**config.mk**
```make
export PLATFORM = sky130hd
export DESIGN_NAME = iir_tap_mem
export DESIGN_NICKNAME = d
export VERILOG_FILES = /design/src/rtl/iir_pkg.sv /design/src/rtl/iir_hist_bank.sv /design/src/rtl/iir_tap_mem.sv
export SDC_FILE = /design/constraint.sdc
export NUM_CORES = 1
export LEC_CHECK = 0
export ABC_AREA = 1
export CAP_MARGIN = 40
export CORE_MARGIN = 2
export CORE_UTILIZATION = 40
export DETAILED_ROUTE_END_ITERATION = 8
export GPL_ROUTABILITY_DRIVEN = 0
export SKIP_CTS_REPAIR_TIMING = 1
export SYNTH_ARGS = -nofsm -noshare
export SYNTH_HDL_FRONTEND = slang
export SYNTH_SLANG_ARGS = --single-unit
```
**constraint.sdc**
```tcl
create_clock -name clk -period 2.44 [get_ports clk]
set_input_delay 0.366 -clock clk [delete_from_list [all_inputs] [get_ports clk]]
set_output_delay 0.366 -clock clk [all_outputs]
set_load 0.005 [all_outputs]
```
**src/rtl/iir_pkg.sv**
```systemverilog
// Shared types and width helpers for the IIR tap-memory datapath.
package iir_pkg;

    typedef enum logic [1:0] {
        IDLE   = 2'd0,
        STREAM = 2'd1,
        WAIT_Y = 2'd2
    } state_e;

    localparam int DEFAULT_DATA_W = 32;

    // Width of a coefficient index covering taps 0..2*order.
    function automatic int tap_w(input int order);
        return $clog2(2 * order + 1);
    endfunction

    // Channel-select width; a single channel still gets a 1-bit port.
    function automatic int ch_w(input int n_ch);
        return (n_ch > 1) ? $clog2(n_ch) : 1;
    endfunction

endpackage

```
**src/rtl/iir_hist_bank.sv**
```systemverilog
// Per-channel x/y history registers. Slot 0 of each history is the newest
// sample (x[n-1] / y[n-1]); reads are combinational over a flat slot number.
module iir_hist_bank
    import iir_pkg::*;
#(
    parameter int DATA_W = DEFAULT_DATA_W,
    parameter int ORDER  = 2,
    parameter int N_CH   = 4,
    parameter int CH_W   = ch_w(N_CH),
    parameter int SLOT_W = tap_w(ORDER)
) (
    input  logic              clk,
    input  logic              clear,
    input  logic              shx_en,
    input  logic [CH_W-1:0]   shx_ch,
    input  logic [DATA_W-1:0] shx_data,
    input  logic              shy_en,
    input  logic [CH_W-1:0]   shy_ch,
    input  logic [DATA_W-1:0] shy_data,
    input  logic [CH_W-1:0]   rd_ch,
    input  logic [SLOT_W-1:0] rd_slot,
    output logic [DATA_W-1:0] rd_data
);

    typedef logic [N_CH-1:0][ORDER-1:0][DATA_W-1:0] hist_t;

    hist_t x_hist_q, x_hist_d;
    hist_t y_hist_q, y_hist_d;

    // Slots 0..ORDER-1 are the x history, ORDER..2*ORDER-1 the y history.
    always_comb begin
        // NOTE: every always_comb output gets a default first, so no path leaves it unassigned and no latch is inferred.
        rd_data = '0;
        for (int c = 0; c < N_CH; c++) begin
            for (int s = 0; s < ORDER; s++) begin
                if (32'(rd_ch) == c && 32'(rd_slot) == s)
                    rd_data = x_hist_q[c][s];
                if (32'(rd_ch) == c && 32'(rd_slot) == s + ORDER)
                    rd_data = y_hist_q[c][s];
            end
        end
    end

    always_comb begin
        x_hist_d = x_hist_q;
        y_hist_d = y_hist_q;
        for (int c = 0; c < N_CH; c++) begin
            if (shx_en && 32'(shx_ch) == c) begin
                for (int s = ORDER - 1; s > 0; s--)
                    x_hist_d[c][s] = x_hist_q[c][s-1];
                x_hist_d[c][0] = shx_data;
            end
            if (shy_en && 32'(shy_ch) == c) begin
                for (int s = ORDER - 1; s > 0; s--)
                    y_hist_d[c][s] = y_hist_q[c][s-1];
                y_hist_d[c][0] = shy_data;
            end
        end
        // NOTE: the history array is cleared on reset, unlike a plain data RAM, because stale samples would otherwise feed the first filter outputs.
        if (clear) begin
            x_hist_d = '0;
            y_hist_d = '0;
        end
    end

    always_ff @(posedge clk) begin
        x_hist_q <= x_hist_d;
        y_hist_q <= y_hist_d;
    end

endmodule

```
**src/rtl/iir_tap_mem.sv**
```systemverilog
// Multi-channel DF-I history memory: accepts x[n], streams the 2*ORDER+1 taps
// to the MAC in coefficient order, then writes the returned y[n] back.
module iir_tap_mem
    import iir_pkg::*;
#(
    parameter int DATA_W = DEFAULT_DATA_W,
    parameter int ORDER  = 2,
    parameter int N_CH   = 4,
    parameter int CH_W   = ch_w(N_CH),
    parameter int TAP_W  = tap_w(ORDER)
) (
    input  logic              clk,
    input  logic              reset,
    input  logic              x_valid,
    input  logic [CH_W-1:0]   x_ch,
    input  logic [DATA_W-1:0] x_in,
    output logic              x_ready,
    output logic              tap_valid,
    input  logic              tap_ready,
    output logic [TAP_W-1:0]  tap_idx,
    output logic [CH_W-1:0]   tap_ch,
    output logic [DATA_W-1:0] tap_data,
    output logic              tap_last,
    input  logic              y_valid,
    input  logic [DATA_W-1:0] y_in,
    output logic              err_ch
);

    state_e              state_q, state_d;
    logic                tap_valid_q, tap_valid_d;
    logic [TAP_W-1:0]    tap_idx_q, tap_idx_d;
    logic [CH_W-1:0]     tap_ch_q, tap_ch_d;
    logic [DATA_W-1:0]   tap_data_q, tap_data_d;
    logic                tap_last_q, tap_last_d;
    logic [DATA_W-1:0]   x_lat_q, x_lat_d;
    logic                err_ch_q, err_ch_d;
    logic                shx_en, shy_en;
    logic [DATA_W-1:0]   rd_data;

    // The next tap (idx k+1) lives in history slot k, so the current index addresses the read.
    iir_hist_bank #(
        .DATA_W (DATA_W),
        .ORDER  (ORDER),
        .N_CH   (N_CH),
        .CH_W   (CH_W),
        .SLOT_W (TAP_W)
    ) u_hist (
        .clk      (clk),
        .clear    (reset),
        .shx_en   (shx_en),
        .shx_ch   (tap_ch_q),
        .shx_data (x_lat_q),
        .shy_en   (shy_en),
        .shy_ch   (tap_ch_q),
        .shy_data (y_in),
        .rd_ch    (tap_ch_q),
        .rd_slot  (tap_idx_q),
        .rd_data  (rd_data)
    );

    always_comb begin
        state_d     = state_q;
        tap_valid_d = tap_valid_q;
        tap_idx_d   = tap_idx_q;
        tap_ch_d    = tap_ch_q;
        tap_data_d  = tap_data_q;
        tap_last_d  = tap_last_q;
        x_lat_d     = x_lat_q;
        err_ch_d    = 1'b0;
        shx_en      = 1'b0;
        shy_en      = 1'b0;

        unique case (state_q)
            IDLE: begin
                if (x_valid) begin
                    if (32'(x_ch) < N_CH) begin
                        x_lat_d     = x_in;
                        tap_ch_d    = x_ch;
                        tap_data_d  = x_in;
                        tap_idx_d   = '0;
                        tap_last_d  = 1'b0;
                        tap_valid_d = 1'b1;
                        state_d     = STREAM;
                    end else begin
                        err_ch_d = 1'b1;
                    end
                end
            end
            STREAM: begin
                if (tap_ready) begin
                    if (tap_last_q) begin
                        shx_en      = 1'b1;
                        tap_valid_d = 1'b0;
                        tap_last_d  = 1'b0;
                        state_d     = WAIT_Y;
                    end else begin
                        tap_idx_d  = tap_idx_q + TAP_W'(1);
                        tap_data_d = rd_data;
                        tap_last_d = (32'(tap_idx_q) + 1 == 2 * ORDER);
                    end
                end
            end
            WAIT_Y: begin
                if (y_valid) begin
                    shy_en  = 1'b1;
                    state_d = IDLE;
                end
            end
            default: state_d = IDLE;
        endcase
    end

    always_ff @(posedge clk) begin
        // NOTE: sequential state uses non-blocking assignments so every flop samples pre-edge values regardless of statement order.
        if (reset) begin
            state_q     <= IDLE;
            tap_valid_q <= 1'b0;
            tap_idx_q   <= '0;
            tap_ch_q    <= '0;
            tap_data_q  <= '0;
            tap_last_q  <= 1'b0;
            x_lat_q     <= '0;
            err_ch_q    <= 1'b0;
        end else begin
            state_q     <= state_d;
            tap_valid_q <= tap_valid_d;
            tap_idx_q   <= tap_idx_d;
            tap_ch_q    <= tap_ch_d;
            tap_data_q  <= tap_data_d;
            tap_last_q  <= tap_last_d;
            x_lat_q     <= x_lat_d;
            err_ch_q    <= err_ch_d;
        end
    end

    assign x_ready   = (state_q == IDLE);
    assign tap_valid = tap_valid_q;
    assign tap_idx   = tap_idx_q;
    assign tap_ch    = tap_ch_q;
    assign tap_data  = tap_data_q;
    assign tap_last  = tap_last_q;
    assign err_ch    = err_ch_q;

endmodule

```
==> impl_results.md, run 1 <==
- H-Tree Depth: 3
- Primary FF master, synth: dfxtp_1
- Post-route cell area: 31750 um^2
- Die area: roughly 67000 um^2
- Placed Area: roughly 29000 um^2
- VDD IR max: 622.2 uV
- Max Used Layer: met4
- Final hold slack: 0.1981 ns
- Via density per instance: slightly above 5
- Async set-reset flop share out of synthesis: 0
- Diode count: 0
- Routed wl met3: around 5900 um
- Xor/xnor cell area share of the yosys netlist: 0
- Arr. time, crit path: ~3.2 ns
- Vias in the first global route: about 22000
- Worst Setup Start Kind: register
- Synthesized net count: approximately 3900
- Most common cell after layout, fill and taps aside: nand2_1
- Met2 routed WL: between 30000 and 40000 um
- Proportion of synthesized area in mux cells: 0
- CTS tree: built
- Internal power consumption: 0.01740 W
- HPWL Detailed: a little under 60000 um
- Row count: 93
- Sw power: between 0.007 and 0.008 W
- Synth Area in Simple Gates: 0.2270
- Crit Path Max Fanout: 6
- Compound-gate portion of the synthesized area: 0.2142
- Worst setup margin: -0.2581 ns
- Inserted Clock Buffers: between 60 and 70
- Outcome: finished, violations left
- Clk pwr share: 0.406
- First-pass GRT wire length: between 100000 and 150000 um
- Post-synth EDFFs: 0
- Largest net degree at the start of global routing: between 100 and 150
- Core ar.: about 64000 um^2
- Post-synth cell types: 28
- Slew headroom: 0.5529
- Num ports: between 100 and 150
- Pre-Repair DR Iteration Count: 5
- Via count: roughly 25000
- Reg clk slew, reported paths: 0.06 ns
- DP Worst Slack: -0.3317 ns
- Die H: 258.5 um
- Synthesis-stage register bit count: 585
- Synthesized area: 25900 um^2
- Initial antenna violation count: 1
- Max-cap violations: 0
- CTS root buf: clkbuf_16
- Total gr overflow: 0
- Ys Warns: 0
- Worst EP required: roughly 2.9 ns
- Drt initial violations: approximately 2400
- Syn Area/Cell: 6.754 um^2
- Drt drc: 0
- Pwr Density: just under 800 nW/um^2
- Largest family of logic cells by synthesized area: simple AND/OR/NAND/NOR gates
- Most frequent cells in the layout: 649 x nand2_1, 640 x o21ai_0, 581 x dfxtp_1, 422 x nor2_1, 422 x a21oi_1
- Cells after synthesis: around 3800
- IO Port Bufs: 110
- CP Capture Type: register
- Setup Viol. Count Final: 32
- Area delta synth->final: 22.59%
- Worst-Margin Slew: ~0.67 ns
- Final hold vios: 0
- Final ANT Viol Nets: 0
- Final slew viol count: 0
- Highest Clock Rate: between 300 and 400 MHz
- Routed met1 length: between 40000 and 50000 um
- Combinational Power Share: 0.174
- Final Skew: 0.02058 ns
- Final worst path period share: 1.106
- Longest Clk Path Bufs: 3
- Hold crit path type: in -> reg
- Worst skew pair latency: about 0.62 ns
- Initial core utilization: 0.4032
- Sw Share: 0.2994
- GRT Util Overall: 0.2511
- Sequential power share: 0.420
- Post-Synth Adder-Cell Area: 0.002415
- CP Class: reg -> reg
- Routed WL: slightly below 90000 um
- Layout cells sized above 1: 0.1180
- CTS Sinks: 585
- Power, Total: approximately 0.025 W
- DIE WIDTH: ~260 um
- Final net count: ~4000
- Post-synthesis sequential area ratio: 0.4522
- WL per Instance: roughly 18 um
- Failing checks: negative setup slack
- P_leak: between 10 and 15 nW
- Min Tclk post-route: around 2.7 ns
- RSZ-0062 raised after global routing: true
## path summary, 6_finish.rpt
check / start / slack, ns / end / cells past startpoint
worst max-delay path: tap_idx[1]$_SDFFE_PP0P_ / -0.26 / tap_data[27]$_SDFFE_PP0P_ / 24
worst min-delay path: reset / 0.20 / x_lat_q[24]$_SDFFE_PP0P_ / 4
worst max register to register: tap_idx[1]$_SDFFE_PP0P_ / -0.26 / tap_data[27]$_SDFFE_PP0P_ / 24
worst min register to register: u_hist.x_hist_q[246]$_SDFFE_PP0P_ / 0.45 / u_hist.x_hist_q[246]$_SDFFE_PP0P_ / 2
## cell type report
cell class | count | area (um^2)
Multi-Input combinational cell | 2553 | 12110
Clock buffer | 99 | 1948
Timing Repair Buffer | 280 | 3084
Inverter | 421 | 1602
Sequential cell | 585 | 11720
Fill cell | 6410 | 32480
Clock inverter | 21 | 221.5
Tap cell | 855 | 1070
## registers in the layout, indices dropped and copies added, names as in the netlist
name,flops
u_hist.x_hist_q,256
x_lat_q,32
tap_ch,2
tap_idx,3
tap_data,32
u_hist.y_hist_q,256
state_q,2
tap_valid,1
tap_last,1
## synthesized netlist by cell type, types with 5 or more instances
cell        n  area [um^2]
nand2_1   719         2699
nor2_4      5        56.30
a21oi_1   439         2197
buf_2      24        120.1
dfxtp_1   585        11710
nand3_1   229         1146
nor2_1    434         1629
ha_1        5        62.56
buf_4       5        37.54
inv_1     406         1524
nand4_1    37        231.5
clkbuf_1  242        908.4
nor2_2      6        37.54
o21ai_0   662         3313
inv_2      11        41.29
## stage by stage
stage | cells | setup TNS (ns) | utilization
finish | 4814 | -4.141 | 0.4943
global route | 4814 | -10.28 | 0.4943
CTS | 4788 | -7.568 | 0.4793
detailed placement | 4668 | -7.267 | 0.4455
global placement | 4668 | -5.286 | 0.4455
floorplan | 3835 | 0 | -
## power by group through the flow
stage	registers (W)	clock network, W	logic, W
5_1_grt	0.0104	0.0106	0.00471
2_1_floorplan	0.0103	0	0.00206
3_5_place_dp	0.0106	0	0.00373
4_1_cts	0.0104	0.0102	0.00375
3_3_place_gp	0.0106	0	0.00373
6_report	0.0104	0.0101	0.00431
## worst max-delay path: stages, from the launching register on
cell and delay [ns]:
dfxtp_4 0.38, buf_6 0.10, ha_4 0.12, inv_2 0.04, nor2_4 0.22, nor2_4 0.08, buf_12 0.14, buf_12 0.13
buf_12 0.12, nand2_4 0.04, nand3_2 0.05, nand2_1 0.07, nand2_1 0.08, nand2_1 0.07, nand2_1 0.06, nand3_2 0.07
nand4_1 0.13, nand3_1 0.11, nand2_1 0.06, nand2_1 0.07, nand4_1 0.15, nand2_1 0.11, nand2_1 0.06, nand2_1 0.07
a21oi_2 0.05
## kinds of logic after synthesis
group	Yosys count
compound gates	1106
buf+inv	697
simple gates	1441
fa+ha+maj	5
other cells	1
flops	585
## metal layers
metal | GRT usage | vias up
met1 | 0.3912 | 11470
met3 | 0.03775 | 88
met4 | 0.07049 | 0
met2 | 0.3534 | 788
li1 | - | 12510
met5 | 0 | -
No activity file was read; power rests on OpenSTA's default activity.
==> inputs of run 2 (changes only) <==
--- a/config.mk
+++ b/config.mk
@@ -7,10 +7,13 @@
 export LEC_CHECK = 0
 export ABC_AREA = 1
 export CAP_MARGIN = 40
+export CELL_PAD_IN_SITES_DETAIL_PLACEMENT = 1
+export CELL_PAD_IN_SITES_GLOBAL_PLACEMENT = 2
 export CORE_MARGIN = 2
-export CORE_UTILIZATION = 40
+export CORE_UTILIZATION = 34
 export DETAILED_ROUTE_END_ITERATION = 8
 export GPL_ROUTABILITY_DRIVEN = 0
+export PLACE_DENSITY_LB_ADDON = 0.1
 export SKIP_CTS_REPAIR_TIMING = 1
 export SYNTH_ARGS = -nofsm -noshare
 export SYNTH_HDL_FRONTEND = slang
==> impl_results.md, run 2 (synthesis results as in run 1) <==
- Worst Hold Depth: 4
- Reg clk slew, reported paths: roughly 0.060 ns
- Failing checks: negative setup slack
- Final worst path period share: 1.124
- Worst EP required: 3.00 ns
- Initial antenna violation count: 2
- RR Endpoint: tap_data[3]$_SDFFE_PP0P_
- Final ANT Viol Nets: 0
- Worst setup margin: -0.3028 ns
- Arr. time, crit path: around 3.3 ns
- Die area: between 70000 and 80000 um^2
- IO Port Bufs: 110
- Most frequent cells in the layout: 647 x o21ai_0, 635 x nand2_1, 582 x dfxtp_1, 424 x a21oi_1, 423 x nor2_1
- Via density per instance: roughly 5.3
- Worst skew pair latency: approximately 0.63 ns
- Layout cells sized above 1: 0.1327
- Drt initial violations: approximately 1900
- CTS Sinks: ~600
- Final net count: about 4000
- Reg-to-Reg Start: tap_idx[0]$_SDFFE_PP0P_
- Highest Clock Rate: between 300 and 400 MHz
- Via count: around 26000
- Min Tclk post-route: between 2 and 3 ns
- Final Skew: 0.02526 ns
- Finished Layout Cells: between 4000 and 5000
- Pre-Repair DR Iteration Count: 5
- Initial core utilization: 0.3422
- Reg2Reg Depth: 24
- Worst setup path endpoint: tap_data[3]$_SDFFE_PP0P_
- TNS Setup: -6.557 ns
- Vias in the first global route: roughly 25000
- Post-route cell area: ~33000 um^2
- Setup Viol. Count Final: 32
- Final hold vios: 0
- Crit Path Max Fanout: 7
- Most common cell after layout, fill and taps aside: o21ai_0
- H-Tree Depth: 3
- Placed cell count: a little under 5000
- Largest net degree at the start of global routing: between 100 and 150
- Inserted Clock Buffers: 71
- Pwr Density: approximately 810 nW/um^2
- CTS root buf: clkbuf_16
- Slew headroom: 0.3295
- Power, Total: between 0.02 and 0.03 W
- Row count: about 100
- Area delta synth->final: 25.80%
- Final hold slack: between 0.2 and 0.25 ns
- CTS tree: built
- DIE WIDTH: 280.0 um
- CP Capture Type: register
- Final slew viol count: 0
- Biggest regs: u_hist.x_hist_q (256), u_hist.y_hist_q (256)
- WL per Instance: 21.90 um
- Num ports: 112
- First-pass GRT wire length: between 150000 and 200000 um
- Worst-Margin Slew: approximately 1 ns
- Worst Setup Start Kind: register
- Max-cap violations: 0
- Worst reg-to-reg setup slack: -0.30 ns
- GRT Util Overall: 0.2685
- CP Class: reg -> reg
- Longest Clk Path Bufs: 3
- Drt drc: 0
- Total gr overflow: 0
- HPWL Detailed: approximately 75000 um
- Die H: roughly 280 um
- P_leak: between 10 and 15 nW
- Core ar.: roughly 76000 um^2
- RSZ-0062 raised after global routing: true
- Placed Area: just under 30000 um^2
- CP Launch Point: tap_idx[0]$_SDFFE_PP0P_
- Outcome: finished, violations left
- Hold crit path type: in -> reg
- VDD IR max: ~500 uV
- Routed WL: ~110000 um
[run 2: cell types whose count changed in the layout (fill, tap and decap cells not counted), sizes merged, moves of 2 or more]
cell / before / now
buf: 165 / 180
bufinv: 3 / 7
clkbuf: 105 / 115
clkinv: 18 / 11
diode: 0 / 2
inv: 420 / 418
[run 2: critical path: stages, from the launching register on]
cell	delay (ns)
dfxtp_4	0.38
inv_4	0.08
ha_4	0.14
inv_2	0.04
nor2_4	0.16
nand2_2	0.10
nor2_4	0.18
buf_12	0.18
buf_12	0.14
nand2_1	0.05
nand3_1	0.08
nand3_2	0.09
nand3_2	0.09
nand2_2	0.05
nand3_1	0.06
nand2_1	0.07
nand3b_1	0.12
nand2_1	0.09
nand2_2	0.07
nand2_2	0.06
nand4_1	0.07
nand2_1	0.07
nand2_1	0.09
nand2_2	0.09
a21oi_2	0.14
[run 2: worst min path at each step]
| stage | from | endpoint | slack [ns] |
|---|---|---|---|
| after CTS | reset | x_lat_q[24]$_SDFFE_PP0P_ | 0.21 |
| after global routing | reset | u_hist.x_hist_q[255]$_SDFFE_PP0P_ | 0.24 |
| after global placement | u_hist.x_hist_q[244]$_SDFFE_PP0P_ | u_hist.x_hist_q[244]$_SDFFE_PP0P_ | 0.43 |
| final | reset | x_lat_q[24]$_SDFFE_PP0P_ | 0.22 |
| after floorplan | u_hist.x_hist_q[122]$_SDFFE_PP0P_ | u_hist.x_hist_q[122]$_SDFFE_PP0P_ | 0.42 |
| after detailed placement | u_hist.x_hist_q[246]$_SDFFE_PP0P_ | u_hist.x_hist_q[246]$_SDFFE_PP0P_ | 0.44 |
[run 2: per-stage QoR]
stage,setup WS [ns],utilization
after floorplan,0.2273,-
after global placement,-0.3990,0.3828
after detailed placement,-0.4831,0.3828
after CTS,-0.4778,0.4159
after global routing,-0.4873,0.4304
final,-0.3028,0.4305
[run 2: layout make-up]
| class | instances | area (um^2) |
|---|---|---|
| fill | 9373 | 43110 |
| multi-input combinational | 2553 | 12270 |
| sequential | 585 | 11720 |
| timing repair buffer | 295 | 3252 |
| clock buffer | 109 | 2235 |
| inverter | 421 | 1608 |
| tap | 978 | 1224 |
| clock inverter | 17 | 271.5 |
| antenna | 2 | 5.005 |
[run 2: where the power goes]
group,internal [W],switching (W)
logic,0.00169,0.00293
clock network,0.00703,0.00440
registers,0.00986,0.000596
[run 2: layer usage]
layer  GRT usage  up-vias  share of wire
li1            -    12530              -
met1      0.4097    12790           0.50
met2      0.3973      593           0.42
met3     0.03747      128          0.050
met4     0.05828        0          0.022
met5           0        -              0
